===== config.mk =====
export PLATFORM = sky130hd
export DESIGN_NAME = keypad_scanner
export DESIGN_NICKNAME = d
export VERILOG_FILES = /design/src/rtl/keypad_scanner.sv
export SDC_FILE = /design/constraint.sdc
export NUM_CORES = 1
export LEC_CHECK = 0
export CELL_PAD_IN_SITES_DETAIL_PLACEMENT = 0
export CELL_PAD_IN_SITES_GLOBAL_PLACEMENT = 1
export CORE_UTILIZATION = 25
export CTS_CLUSTER_DIAMETER = 30
export DETAILED_ROUTE_END_ITERATION = 10
export DONT_BUFFER_PORTS = 1
export PLACE_DENSITY_LB_ADDON = 0.1
export SLEW_MARGIN = 10
export SYNTH_ARGS = -nofsm -noshare
export SYNTH_HDL_FRONTEND = slang
export SYNTH_SLANG_ARGS = --single-unit

===== constraint.sdc =====
create_clock -name clock -period 4 [get_ports clock]
set_input_delay 0.2 -clock clock [delete_from_list [all_inputs] [get_ports clock]]
set_output_delay 0.2 -clock clock [all_outputs]
set_load 0.02 [all_outputs]

===== src/rtl/keypad_scanner.sv =====
// 4x3 matrix keypad scanner: row synchroniser, column scan, ghost-rejecting frame tally and debounce.
// Optional `KEYSCAN_VALID_EN adds a key_valid pulse on every newly accepted digit/symbol key.
module keypad_scanner #(
  parameter int         SCAN_DIV        = 256,
  parameter int         DEBOUNCE_FRAMES = 4,
  parameter logic [3:0] NOKEY           = 4'hA
) (
  input  logic       clock,
  input  logic       reset,
  input  logic [3:0] row_n,
  output logic [2:0] col_n,
  output logic [3:0] key
`ifdef KEYSCAN_VALID_EN
  ,
  output logic       key_valid
`endif
);

  localparam int CNT_W = $clog2(SCAN_DIV);
  localparam int DEB_W = $clog2(DEBOUNCE_FRAMES + 1);
  localparam logic [CNT_W-1:0] LAST_DWELL = CNT_W'(SCAN_DIV - 1);
  localparam logic [DEB_W-1:0] DEB_MAX    = DEB_W'(DEBOUNCE_FRAMES);

  logic [3:0]       rowSync1_q, rowSync2_q;
  logic [CNT_W-1:0] dwell_q;
  logic [1:0]       colIdx_q;
  logic [1:0]       tally_q, tally_d;
  logic [3:0]       accCode_q, accCode_d;
  logic [3:0]       cand_q, cand_d;
  logic [DEB_W-1:0] debCnt_q, debCnt_d;
  logic [3:0]       key_q;

  logic             lastDwell, frameEnd, keyLoad;
  logic [3:0]       pressed;
  logic [2:0]       hits;
  logic [2:0]       tallySum;
  logic [1:0]       rowSel;
  logic [3:0]       frameCode;

  function automatic logic [3:0] mapKey(input logic [1:0] r, input logic [1:0] c);
    logic [3:0] code;
    if (r == 2'd3) begin
      case (c)
        2'd0:    code = 4'hB;
        2'd1:    code = 4'h0;
        default: code = 4'hC;
      endcase
    end else begin
      code = 4'(r) * 4'd3 + 4'(c) + 4'd1;
    end
    return code;
  endfunction

  assign col_n     = ~(3'b001 << colIdx_q);
  assign key       = key_q;
  assign lastDwell = (dwell_q == LAST_DWELL);
  assign frameEnd  = lastDwell && (colIdx_q == 2'd2);
  assign pressed   = ~rowSync2_q;

  // Tally saturates at 2 so any multi-key frame collapses to NOKEY.
  always_comb begin
    hits = {2'b00, pressed[0]} + {2'b00, pressed[1]} + {2'b00, pressed[2]} + {2'b00, pressed[3]};
    if (pressed[0])      rowSel = 2'd0;
    else if (pressed[1]) rowSel = 2'd1;
    else if (pressed[2]) rowSel = 2'd2;
    else                 rowSel = 2'd3;

    tallySum = {1'b0, tally_q} + hits;
    tally_d  = (tallySum >= 3'd2) ? 2'd2 : tallySum[1:0];
    accCode_d = accCode_q;
    if (tally_q == 2'd0 && hits == 3'd1) accCode_d = mapKey(rowSel, colIdx_q);
    frameCode = (tally_d == 2'd1) ? accCode_d : NOKEY;

    cand_d   = cand_q;
    debCnt_d = debCnt_q;
    if (frameCode == cand_q) begin
      if (debCnt_q != DEB_MAX) debCnt_d = debCnt_q + DEB_W'(1);
    end else begin
      cand_d   = frameCode;
      debCnt_d = DEB_W'(1);
    end
    keyLoad = frameEnd && (debCnt_d == DEB_MAX) && (cand_d != key_q);
  end

  always_ff @(posedge clock or negedge reset) begin
    if (!reset) begin
      rowSync1_q <= 4'hF;
      rowSync2_q <= 4'hF;
      dwell_q    <= '0;
      colIdx_q   <= 2'd0;
      tally_q    <= 2'd0;
      accCode_q  <= NOKEY;
      cand_q     <= NOKEY;
      debCnt_q   <= '0;
      key_q      <= NOKEY;
    end else begin
      rowSync1_q <= row_n;
      rowSync2_q <= rowSync1_q;
      if (lastDwell) begin
        dwell_q  <= '0;
        colIdx_q <= (colIdx_q == 2'd2) ? 2'd0 : colIdx_q + 2'd1;
        if (frameEnd) begin
          tally_q   <= 2'd0;
          accCode_q <= NOKEY;
          cand_q    <= cand_d;
          debCnt_q  <= debCnt_d;
        end else begin
          tally_q   <= tally_d;
          accCode_q <= accCode_d;
        end
      end else begin
        dwell_q <= dwell_q + CNT_W'(1);
      end
      if (keyLoad) key_q <= cand_d;
    end
  end

`ifdef KEYSCAN_VALID_EN
  logic keyValid_q;

  // Releases back to NOKEY are deliberately silent.
  always_ff @(posedge clock or negedge reset) begin
    if (!reset) keyValid_q <= 1'b0;
    else        keyValid_q <= keyLoad && (cand_d != NOKEY);
  end

  assign key_valid = keyValid_q;
`endif

endmodule


==> results of run 1 <==
## power groups by stage
stage | Sequential (mW) | Clock, mW | Combinational (mW)
finish | 0.363 | 0.336 | 0.104
global route | 0.364 | 0.368 | 0.118
CTS | 0.363 | 0.349 | 0.105
detailed placement | 0.369 | 0 | 0.0900
global placement | 0.369 | 0 | 0.0891
floorplan | 0.369 | 0 | 0.0707
## worst reg2reg max path, delay by kind of cell, from the launching register on
kind / cells / cell delay (ps)
AO/OA/AOI/OAI: 2 / 430
XOR/XNOR: 1 / 200
adder cells (fa/ha/maj): 4 / 1450
buffers and inverters: 1 / 70
flip-flops: 1 / 530
multiplexers: 1 / 340
AND/OR/NAND/NOR: 2 / 670
## cell usage after synthesis, types with 2 or more instances
cell type   n
and3_1      2
nor2_1     11
xnor2_1     3
dfstp_2    14
nand2b_1    3
nand3_1     8
inv_2       2
nor2b_1     4
nand2_1    14
o21ai_2     3
and2_1      2
ha_1       11
buf_2       2
a21oi_1    12
dfrtp_1    21
inv_1      12
mux2i_1     4
mux2_1      3
o21ai_1     5
xor2_1      6
fa_1        4
mux2_4      3
## sequential cells by signal, indices dropped and copies added, names as in the netlist
register and cells:
cand_q 4, debCnt_q 3, key 4, rowSync2_q 4, dwell_q 8, colIdx_q 2
tally_q 2, accCode_q 4, rowSync1_q 4
## routing by layer
layer | vias to the layer above | global-route usage [%]
met2 | 13 | 16.0
li1 | 612 | -
met5 | - | 0
met4 | 0 | 4.10
met1 | 606 | 14.2
met3 | 2 | 2.96
## how the worst min path moves through the flow
stage	cells after the start	end	slack, ps
global route	0	rowSync2_q[0]$_DFF_PN1_	360
CTS	0	rowSync2_q[1]$_DFF_PN1_	360
detailed placement	0	dwell_q[7]$_DFF_PN0_	-90
finish	0	rowSync2_q[1]$_DFF_PN1_	360
global placement	0	dwell_q[6]$_DFF_PN0_	-90
floorplan	0	accCode_q[0]$_DFFE_PN0P_	-100
## cells by family after synthesis
| family | count (synthesis) | synth area share, % |
|---|---|---|
| AND/OR/NAND/NOR | 53 | 15.6 |
| multiplexers | 10 | 6.18 |
| AO/OA/AOI/OAI | 32 | 12.9 |
| XOR/XNOR | 9 | 4.10 |
| buffers and inverters | 17 | 3.45 |
| flip-flops | 35 | 46.5 |
| adder cells (fa/ha/maj) | 15 | 11.3 |
## through the flow
step	util (%)	instances	instance area [um^2]	hold slack (ps)
global placement	27.8	268	2040	-94.3
CTS	30.4	282	2230	359
detailed placement	27.8	268	2040	-94.3
finish	30.5	282	2240	358
global route	30.5	282	2240	365
floorplan	-	171	1920	-95.6
## layout make-up
class | instances | share of cell area [%]
inverters | 14 | 2.35
clock inverters | 2 | 1.57
multi-input cells | 119 | 43.4
flip-flops and latches | 35 | 40.0
well taps | 99 | 5.54
clock buffers | 6 | 3.69
repair buffers | 7 | 3.47
## what timing repair did
action | 4_1_cts | 5_1_grt
gates resized for setup | 0 | 1
setup endpoints to repair | 0 | 3
hold buffers | 6 | 0
endpoints found under the hold margin | 39 | 0
==> impl_metrics.yaml, run 1 <==
setup_path:
  slowest_delay_ps: 530
  start_kind: "flip-flop"
  r2r_start: "rowSync2_q[0]$_DFF_PN1_"
  crit_start: "rowSync2_q[0]$_DFF_PN1_"
  regToRegSetupSlack_ps: 200
  worst-path-buf-inv: 1
  worst_setup_path_end_kind: "flip-flop"
  path_max_fanout: 6
  path_depth: 11
  crit_chain: "inv_1 > fa_1 > ha_1 > ha_1 > fa_1 > xnor2_2 > and2_1 > a21boi_0 > nor4b_4 > o2111ai_4 > mux2_4"
  cp.required_ps: 4170
  worstSetupEndpoint: "key[0]$_DFFE_PN0P_"
  ff2ff_path_depth: 11
  path_delay_family: "adder cells"
  rr_endpoint: "key[0]$_DFFE_PN0P_"
  worstPathArrival_ps: 3960
  crit_type: "flip-flop to flip-flop"
  crit_slowest_cell: "dfstp_2"
final_layout:
  fillers: 766
  drive_gt1_share_pct: 21.9
  final_common_cell: "dfrtp_1"
  layout_common_cells: "dfrtp_1, nand2_1, dfstp_2"
  area_growth_pct: 16.3
  finalNetCount: 203
  register_area_um2: 893
  n_antenna_cell: 0
  multi_input_area_um2: 971
die:
  dieHeight_um: 89.7
  die_area_um2: 8050
  boundaryPins: 13
  rows: 31
  start_util_pct: 26.2
  coreArea_um2: 7330
  dieWidth_um: 89.7
timing:
  worst_slack_ps: 202
  max_slew_margin_pct: 64.6
  post-route-period-util_pct: 94.9
  period_minus_slack_ps: 3800
  setup_tns_ps: 0
  finalSetupViolations: 0
  tightest_slew_ps: 529
  final-hold-violation-count: 0
  skew_ps: 6.88
  grt_setup_unrepaired: "false"
  final_max_slew_viol_count: 0
  max_freq_mhz: 263
logic_synthesis:
  synthDistinctLibCells: 44
  synth.net_count: 192
  synthArstFlopShare_pct: 100
  synth.cell_area_um2: 1920
  ys_ff_latch: 35
  synthTopCellsByArea: "dfrtp_1, dfstp_2, ha_1"
  synth_top_area_cell: "dfrtp_1"
  yosysWarnings: 0
  synth.avg_cell_area_um2: 11.2
  yosysSeqAreaShare_pct: 46.5
  ys.flop_type: "dfrtp_1"
  yosysTopAreaCellShare_pct: 27.3
  synthCells: 171
  synth_edf_count: 0
power_and_ir_drop:
  switching_share_pct: 24.7
  p_per_area_nw_per_um2: 359
  combinationalPowerShare_pct: 13.0
  sequentialPowerShare_pct: 45.2
  p_int_uw: 604
  total_power_uw: 803
  pwr-share-clk_pct: 41.8
  p_leak_nw: 0.987
  irDropWorstVdd_mv: 0.0886
  p_sw_uw: 199
route:
  dr_wl_met2_mm: 1.65
  routed_wl_mm: 3.77
  wirelength_met1_mm: 1.98
  drtIter0Drc: 35
  wl_met3_um: 106
  drc_errors: 0
  drtAntennaViolNets: 0
  wl_per_cell_um: 13.4
  num_vias: 1233
  firstDrtPassIters: 4
  top_layer: "met4"
  vias_per_cell: 4.37
min_path:
  hp-class: "flip-flop to flip-flop"
  hp-start: "rowSync1_q[1]$_DFF_PN1_"
grt:
  antenna_found_initial: 0
  overflow: 0
  grt_pass1_wl_mm: 6.60
  track_usage_pct: 10.6
  grt_pass1_vias: 1286
  grt_start_max_net_pins: 36
clock_network:
  cts.sinks: 35
  cts_max_level: 2
  clock_latency_ps: 280
  cts_buffers: 5
  clock-root-buffer: "clkbuf_8"
  clockBufferDepth: 2
  cts_setup_buffers: 0
  clkTransAtPathRegs_ps: 70
  cts_tree: "done"
placement:
  dp_slack_ps: 149
  dp_hpwl_mm: 2.72
  io_buffers: 0
  gp_congestion: 0.786
run_status:
  status: "finished, final reports clean"
job:
  drv_cap: 0
Note: power is estimated with default switching activity, not from simulation.
==> run 2, diff against run 1 <==
Settings changed: CELL_PAD_IN_SITES_DETAIL_PLACEMENT 0 to default, CELL_PAD_IN_SITES_GLOBAL_PLACEMENT 1 to default, CORE_UTILIZATION 25 to 50, PLACE_DENSITY_LB_ADDON 0.1 to default.
==> run 2 against run 1 <==
Critical path depth did not move. Clock power is 27% lower. Final area is 4.5% lower. Via count rose by 3.2%. Total power fell by 12%. Sequential cell count unchanged. Worst hold slack barely moved. Die area shrank 49%. Non-clock buffer count grew 1. Global-route usage grew 8.6 points. Sequential share of layout area increased by 1.9 points. Largest cell class unchanged. Largest power group unchanged.
==> impl_metrics.yaml, run 2 (same netlist as run 1, synthesis figures left out) <==
run_status:
  status: "finished, final reports clean"
setup_path:
  path_max_fanout: 6
  cp.required_ps: 4170
  crit_slowest_cell: "dfstp_2"
  start_kind: "flip-flop"
  crit_type: "flip-flop to flip-flop"
  crit_chain: "inv_1 > fa_1 > ha_1 > ha_1 > fa_1 > xnor2_1 > and2_1 > a21boi_0 > nor4b_4 > o2111ai_4 > mux2_4"
  worstPathArrival_ps: 3940
  path_delay_family: "adder cells"
  worst_setup_path_end_kind: "flip-flop"
  worst-path-buf-inv: 1
  slowest_delay_ps: 530
clock_network:
  clockBufferDepth: 2
  cts.sinks: 35
  cts_tree: "done"
  clock-root-buffer: "clkbuf_8"
  clock_latency_ps: 280
  cts_buffers: 5
  cts_max_level: 2
  clkTransAtPathRegs_ps: 70
final_layout:
  final_common_cell: "dfrtp_1"
  n_antenna_cell: 0
  layout_common_cells: "dfrtp_1, nand2_1, dfstp_2"
  largest_reg_flops: 8
  finalNetCount: 204
  area_growth_pct: 11.1
  final_area_um2: 2140
  largest_register: "dwell_q"
  drive_gt1_share_pct: 20.7
timing:
  skew_ps: 5.76
  period_minus_slack_ps: 3770
  max_slew_margin_pct: 66.2
  final-hold-violation-count: 0
  worst_slack_ps: 232
  holdWs_ps: 357
  finalSetupViolations: 0
  setup_tns_ps: 0
  tightest_slew_ps: 505
  grt_setup_unrepaired: "false"
  post-route-period-util_pct: 94.2
  max_freq_mhz: 265
  final_max_slew_viol_count: 0
power_and_ir_drop:
  p_leak_nw: 0.971
  p_per_area_nw_per_um2: 332
  sequentialPowerShare_pct: 51.2
  irDropWorstVdd_mv: 0.184
  combinationalPowerShare_pct: 14.1
  p_int_uw: 524
  switching_share_pct: 26.0
  p_sw_uw: 184
  pwr-share-clk_pct: 34.7
  total_power_uw: 708
grt:
  overflow: 0
  antenna_found_initial: 0
  grt_start_max_net_pins: 36
  grt_pass1_vias: 1340
  track_usage_pct: 19.1
  grt_pass1_wl_mm: 5.95
die:
  start_util_pct: 52.5
  coreArea_um2: 3660
  dieHeight_um: 64.0
  die_area_um2: 4100
  rows: 22
  dieWidth_um: 64.0
  boundaryPins: 13
route:
  firstDrtPassIters: 4
  vias_per_cell: 5.48
  drtAntennaViolNets: 0
  drtIter0Drc: 36
  num_vias: 1272
  wl_per_cell_um: 14.5
  drc_errors: 0
  routed_wl_mm: 3.36
placement:
  dp_slack_ps: 152
  io_buffers: 0
  gp_congestion: 0.800
  dpl_cell_area_um2: 1980
  dp_hpwl_mm: 2.55
min_path:
  hp-class: "flip-flop to flip-flop"
job:
  drv_cap: 0
[run 2: cell count changes in the layout (fill, tap and decap cells not counted), sizes merged]
| cell | before | now |
|---|---|---|
| bufinv | 1 | 0 |
| clkbuf | 6 | 7 |
| buf | 2 | 3 |
[run 2: layout make-up]
| cell class | instances | area, um^2 |
|---|---|---|
| Timing Repair Buffer | 8 | 85.1 |
| Clock buffer | 7 | 76.3 |
| Multi-Input combinational cell | 119 | 963 |
| Tap cell | 48 | 60.1 |
| Fill cell | 324 | 1530 |
| Clock inverter | 1 | 5.00 |
| Sequential cell | 35 | 893 |
| Inverter | 14 | 52.6 |
[run 2: per-stage QoR]
step / instances / util [%]
floorplan: 171 / -
global placement: 217 / 54.0
detailed placement: 217 / 54.0
CTS: 231 / 58.1
global route: 232 / 58.3
finish: 232 / 58.3
[run 2: path summary, 6_finish.rpt]
check                      slack [ps]                  endpoint               startpoint  cells past startpoint
min in group asynchronous         370   debCnt_q[0]$_DFFE_PN0P_                    reset                      2
hold reg to reg                   360   rowSync2_q[2]$_DFF_PN1_  rowSync1_q[2]$_DFF_PN1_                      0
setup / recovery                  230        key[0]$_DFFE_PN0P_  rowSync2_q[0]$_DFF_PN1_                     11
max in group asynchronous        3380  accCode_q[1]$_DFFE_PN1P_                    reset                      2
setup reg to reg                  230        key[0]$_DFFE_PN0P_  rowSync2_q[0]$_DFF_PN1_                     11
hold / removal                    360   rowSync2_q[2]$_DFF_PN1_  rowSync1_q[2]$_DFF_PN1_                      0
[run 2: timing repair]
| action | in CTS | in global routing |
|---|---|---|
| hold endpoints to repair | 39 | 0 |
| hold buffers | 6 | 0 |
| setup endpoints to repair | 0 | 1 |
| buffers inserted | 0 | 1 |
| gates resized for setup | 0 | 0 |
[run 2: power groups by stage]
stage	clock network [mW]	logic, mW	registers (mW)
finish	0.246	0.0998	0.363
global route	0.263	0.112	0.363
CTS	0.251	0.101	0.363
detailed placement	0	0.0874	0.369
global placement	0	0.0839	0.369
floorplan	0	0.0707	0.369
[run 2: routing by layer]
layer	vias up	global-route usage [%]	routed length [um]
li1	612	-	-
met4	0	5.97	13
met5	-	0	0
met3	2	4.82	81
met1	639	23.7	1560
met2	19	32.6	1700
==> run 3, diff against run 2 <==
Settings changed: ABC_AREA from default to 1.
==> run 3 against run 2 <==
Critical path depth increased by 6. Critical endpoint is now key[2]$_DFFE_PN0P_. Global-route usage decreased by 0.44 points. Sequential power about the same. Critical path type unchanged. Sequential cell count unchanged.
==> impl_metrics.yaml, run 3 <==
setup_path:
  worst-path-buf-inv: 1
  worstPathArrival_ps: 3630
  crit_slowest_cell: "dfstp_2"
  path_max_fanout: 8
  crit_chain: "inv_1 > fa_1 > ha_1 > ha_1 > fa_1 > nand2_1 > nand3b_4 > nor2_8 > nand3_2 > nand2_2 > nand2_2 > nor2_4 > nand4_4 > nor2_4 > nand2_2 > nand2_1 > nand2_1"
  cp.required_ps: 4190
  worst_setup_path_end_kind: "flip-flop"
  crit_type: "flip-flop to flip-flop"
  ff2ff_path_depth: 17
  path_delay_family: "adder cells"
  slowest_delay_ps: 530
  path_depth: 17
  start_kind: "flip-flop"
logic_synthesis:
  synthAdderAreaFrac_pct: 10.9
  synth_xor_area_share_pct: 4.81
  synth.net_count: 242
  yosysWarnings: 0
  synthDistinctLibCells: 27
  synth.cell_area_um2: 2000
  yosysSeqAreaShare_pct: 44.6
  yosys.area_share.simple_pct: 29.4
  synth_top_area_cell: "dfrtp_1"
  synthMuxAreaShare_pct: 0
  synth_compound_area_share_pct: 3.81
  synthArstFlopShare_pct: 100
  synthTopCellsByArea: "dfrtp_1, dfstp_2, nand2_1"
  synthCells: 221
  synth.avg_cell_area_um2: 9.06
  ys.flop_type: "dfrtp_1"
  synth_top_family_by_area: "simple AND/OR/NAND/NOR gates"
  yosysMostFrequentCell: "nand2_1"
  synth_edf_count: 0
  synth_common_cells: "nand2_1, inv_1, dfrtp_1"
  yosysTopAreaCellShare_pct: 26.3
  ys_ff_latch: 35
clock_network:
  cts_setup_buffers: 0
  cts_tree: "done"
  cts_hold_buf: 6
  cts_buffers: 5
  clock_latency_ps: 290
  clockBufferDepth: 2
  ctsResizeCount: 0
  clkTransAtPathRegs_ps: 70
  clock-root-buffer: "clkbuf_8"
  cts.sinks: 35
  cts_max_level: 2
power_and_ir_drop:
  p_per_area_nw_per_um2: 339
  irDropWorstVdd_mv: 0.227
  p_leak_nw: 1.08
timing:
  skew_ps: 5.29
  max_freq_mhz: 290
  post-route-period-util_pct: 86.2
  finalSetupViolations: 0
  period_minus_slack_ps: 3450
  tightest_slew_ps: 409
  final-hold-violation-count: 0
  max_slew_margin_pct: 72.7
  grt_setup_unrepaired: "false"
  final_max_slew_viol_count: 0
  setup_tns_ps: 0
route:
  vias_per_cell: 4.99
  drtAntennaViolNets: 0
  firstDrtPassIters: 4
  num_vias: 1401
  drtIter0Drc: 104
  wl_per_cell_um: 11.5
  routed_wl_mm: 3.22
  drc_errors: 0
die:
  dieHeight_um: 65.3
  rows: 22
  die_area_um2: 4260
  start_util_pct: 53.5
  coreArea_um2: 3740
  dieWidth_um: 65.3
  boundaryPins: 13
final_layout:
  final_common_cell: "nand2_1"
  multi_input_area_um2: 978
  area_growth_pct: 10.9
  finalNetCount: 253
  fillers: 337
  largest_register: "dwell_q"
  drive_gt1_share_pct: 19.7
  n_antenna_cell: 0
  final_area_um2: 2220
  largest_reg_flops: 8
  layout_common_cells: "nand2_1, inv_1, dfrtp_1"
  register_area_um2: 893
grt:
  overflow: 0
  antenna_found_initial: 0
  grt_pass1_vias: 1442
  grt_pass1_wl_mm: 6.04
  track_usage_pct: 18.7
  grt_start_max_net_pins: 36
placement:
  dpl_cell_area_um2: 2050
  dp_hpwl_mm: 2.48
  gp_congestion: 0.807
  io_buffers: 0
run_status:
  status: "finished, final reports clean"
job:
  drv_cap: 0
min_path:
  hp-class: "primary input to asynchronous set/reset pin"
==> run 3: changes by cell type after synthesis, moves of 5 or more <==
cell	delta
nand2_1	+43
inv_1	+19
a21oi_1	-10
nand2_2	+9
o21ai_0	+8
nand3_1	+7
nor2_4	+5
o21ai_1	-5
==> run 3: final timing paths <==
check                                         from  slack [ps]                 endpoint
min reg2reg                rowSync1_q[1]$_DFF_PN1_         360  rowSync2_q[1]$_DFF_PN1_
max reg2reg                rowSync2_q[0]$_DFF_PN1_         550       key[2]$_DFFE_PN0P_
min                                          reset         350  colIdx_q[1]$_DFFE_PN0P_
max in group asynchronous                    reset        3400  rowSync2_q[0]$_DFF_PN1_
max                        rowSync2_q[0]$_DFF_PN1_         550       key[2]$_DFFE_PN0P_
min in group clock         rowSync1_q[1]$_DFF_PN1_         360  rowSync2_q[1]$_DFF_PN1_
==> run 3: power by group <==
group          switching (mW)  total [mW]  internal (mW)
Combinational          0.0739       0.117         0.0426
Sequential            0.00151       0.363          0.361
Clock                   0.132       0.273          0.140
==> run 3: cell families after synthesis <==
group,Yosys count
AO/OA/AOI/OAI,14
XOR/XNOR,11
adder cells (fa/ha/maj),15
buffers and inverters,34
flip-flops,35
AND/OR/NAND/NOR,112
==> run 3: routing by layer <==
layer  global-route usage (%)  vias to the layer above  wire (um)
li1                         -                      722          -
met1                     22.8                      661       1550
met2                     31.4                       15       1540
met3                     4.86                        3         95
met4                     7.34                        0         29
met5                        0                        -          0
==> run 3: final cells by class <==
| type | count | area share (%) |
|---|---|---|
| clock buffers | 6 | 3.72 |
| well taps | 48 | 2.70 |
| inverters | 32 | 5.41 |
| multi-input cells | 152 | 44.1 |
| flip-flops and latches | 35 | 40.2 |
| repair buffers | 6 | 3.15 |
| clock inverters | 2 | 0.732 |
==> run 3: worst register-to-register path, cell delays in order, from the launching register on <==
cell and delay [ps]:
dfstp_2 530, inv_1 60, fa_1 470, ha_1 190, ha_1 320, fa_1 430
nand2_1 130, nand3b_4 120, nor2_8 170, nand3_2 150, nand2_2 90, nand2_2 60
nor2_4 130, nand4_4 130, nor2_4 180, nand2_2 80, nand2_1 60, nand2_1 50
==> run 3: per-stage QoR <==
step / utilization, % / worst slack (ps) / hold slack (ps) / power, mW / cells
after floorplan: - / 764 / -95.6 / 0.458 / 221
final: 59.3 / 554 / 346 / 0.752 / 281
after CTS: 59.3 / 538 / 341 / 0.767 / 281
after global placement: 54.8 / 626 / -94.9 / 0.471 / 267
after detailed placement: 54.8 / 556 / -94.9 / 0.474 / 267
after global routing: 59.3 / 330 / 361 / 0.790 / 281
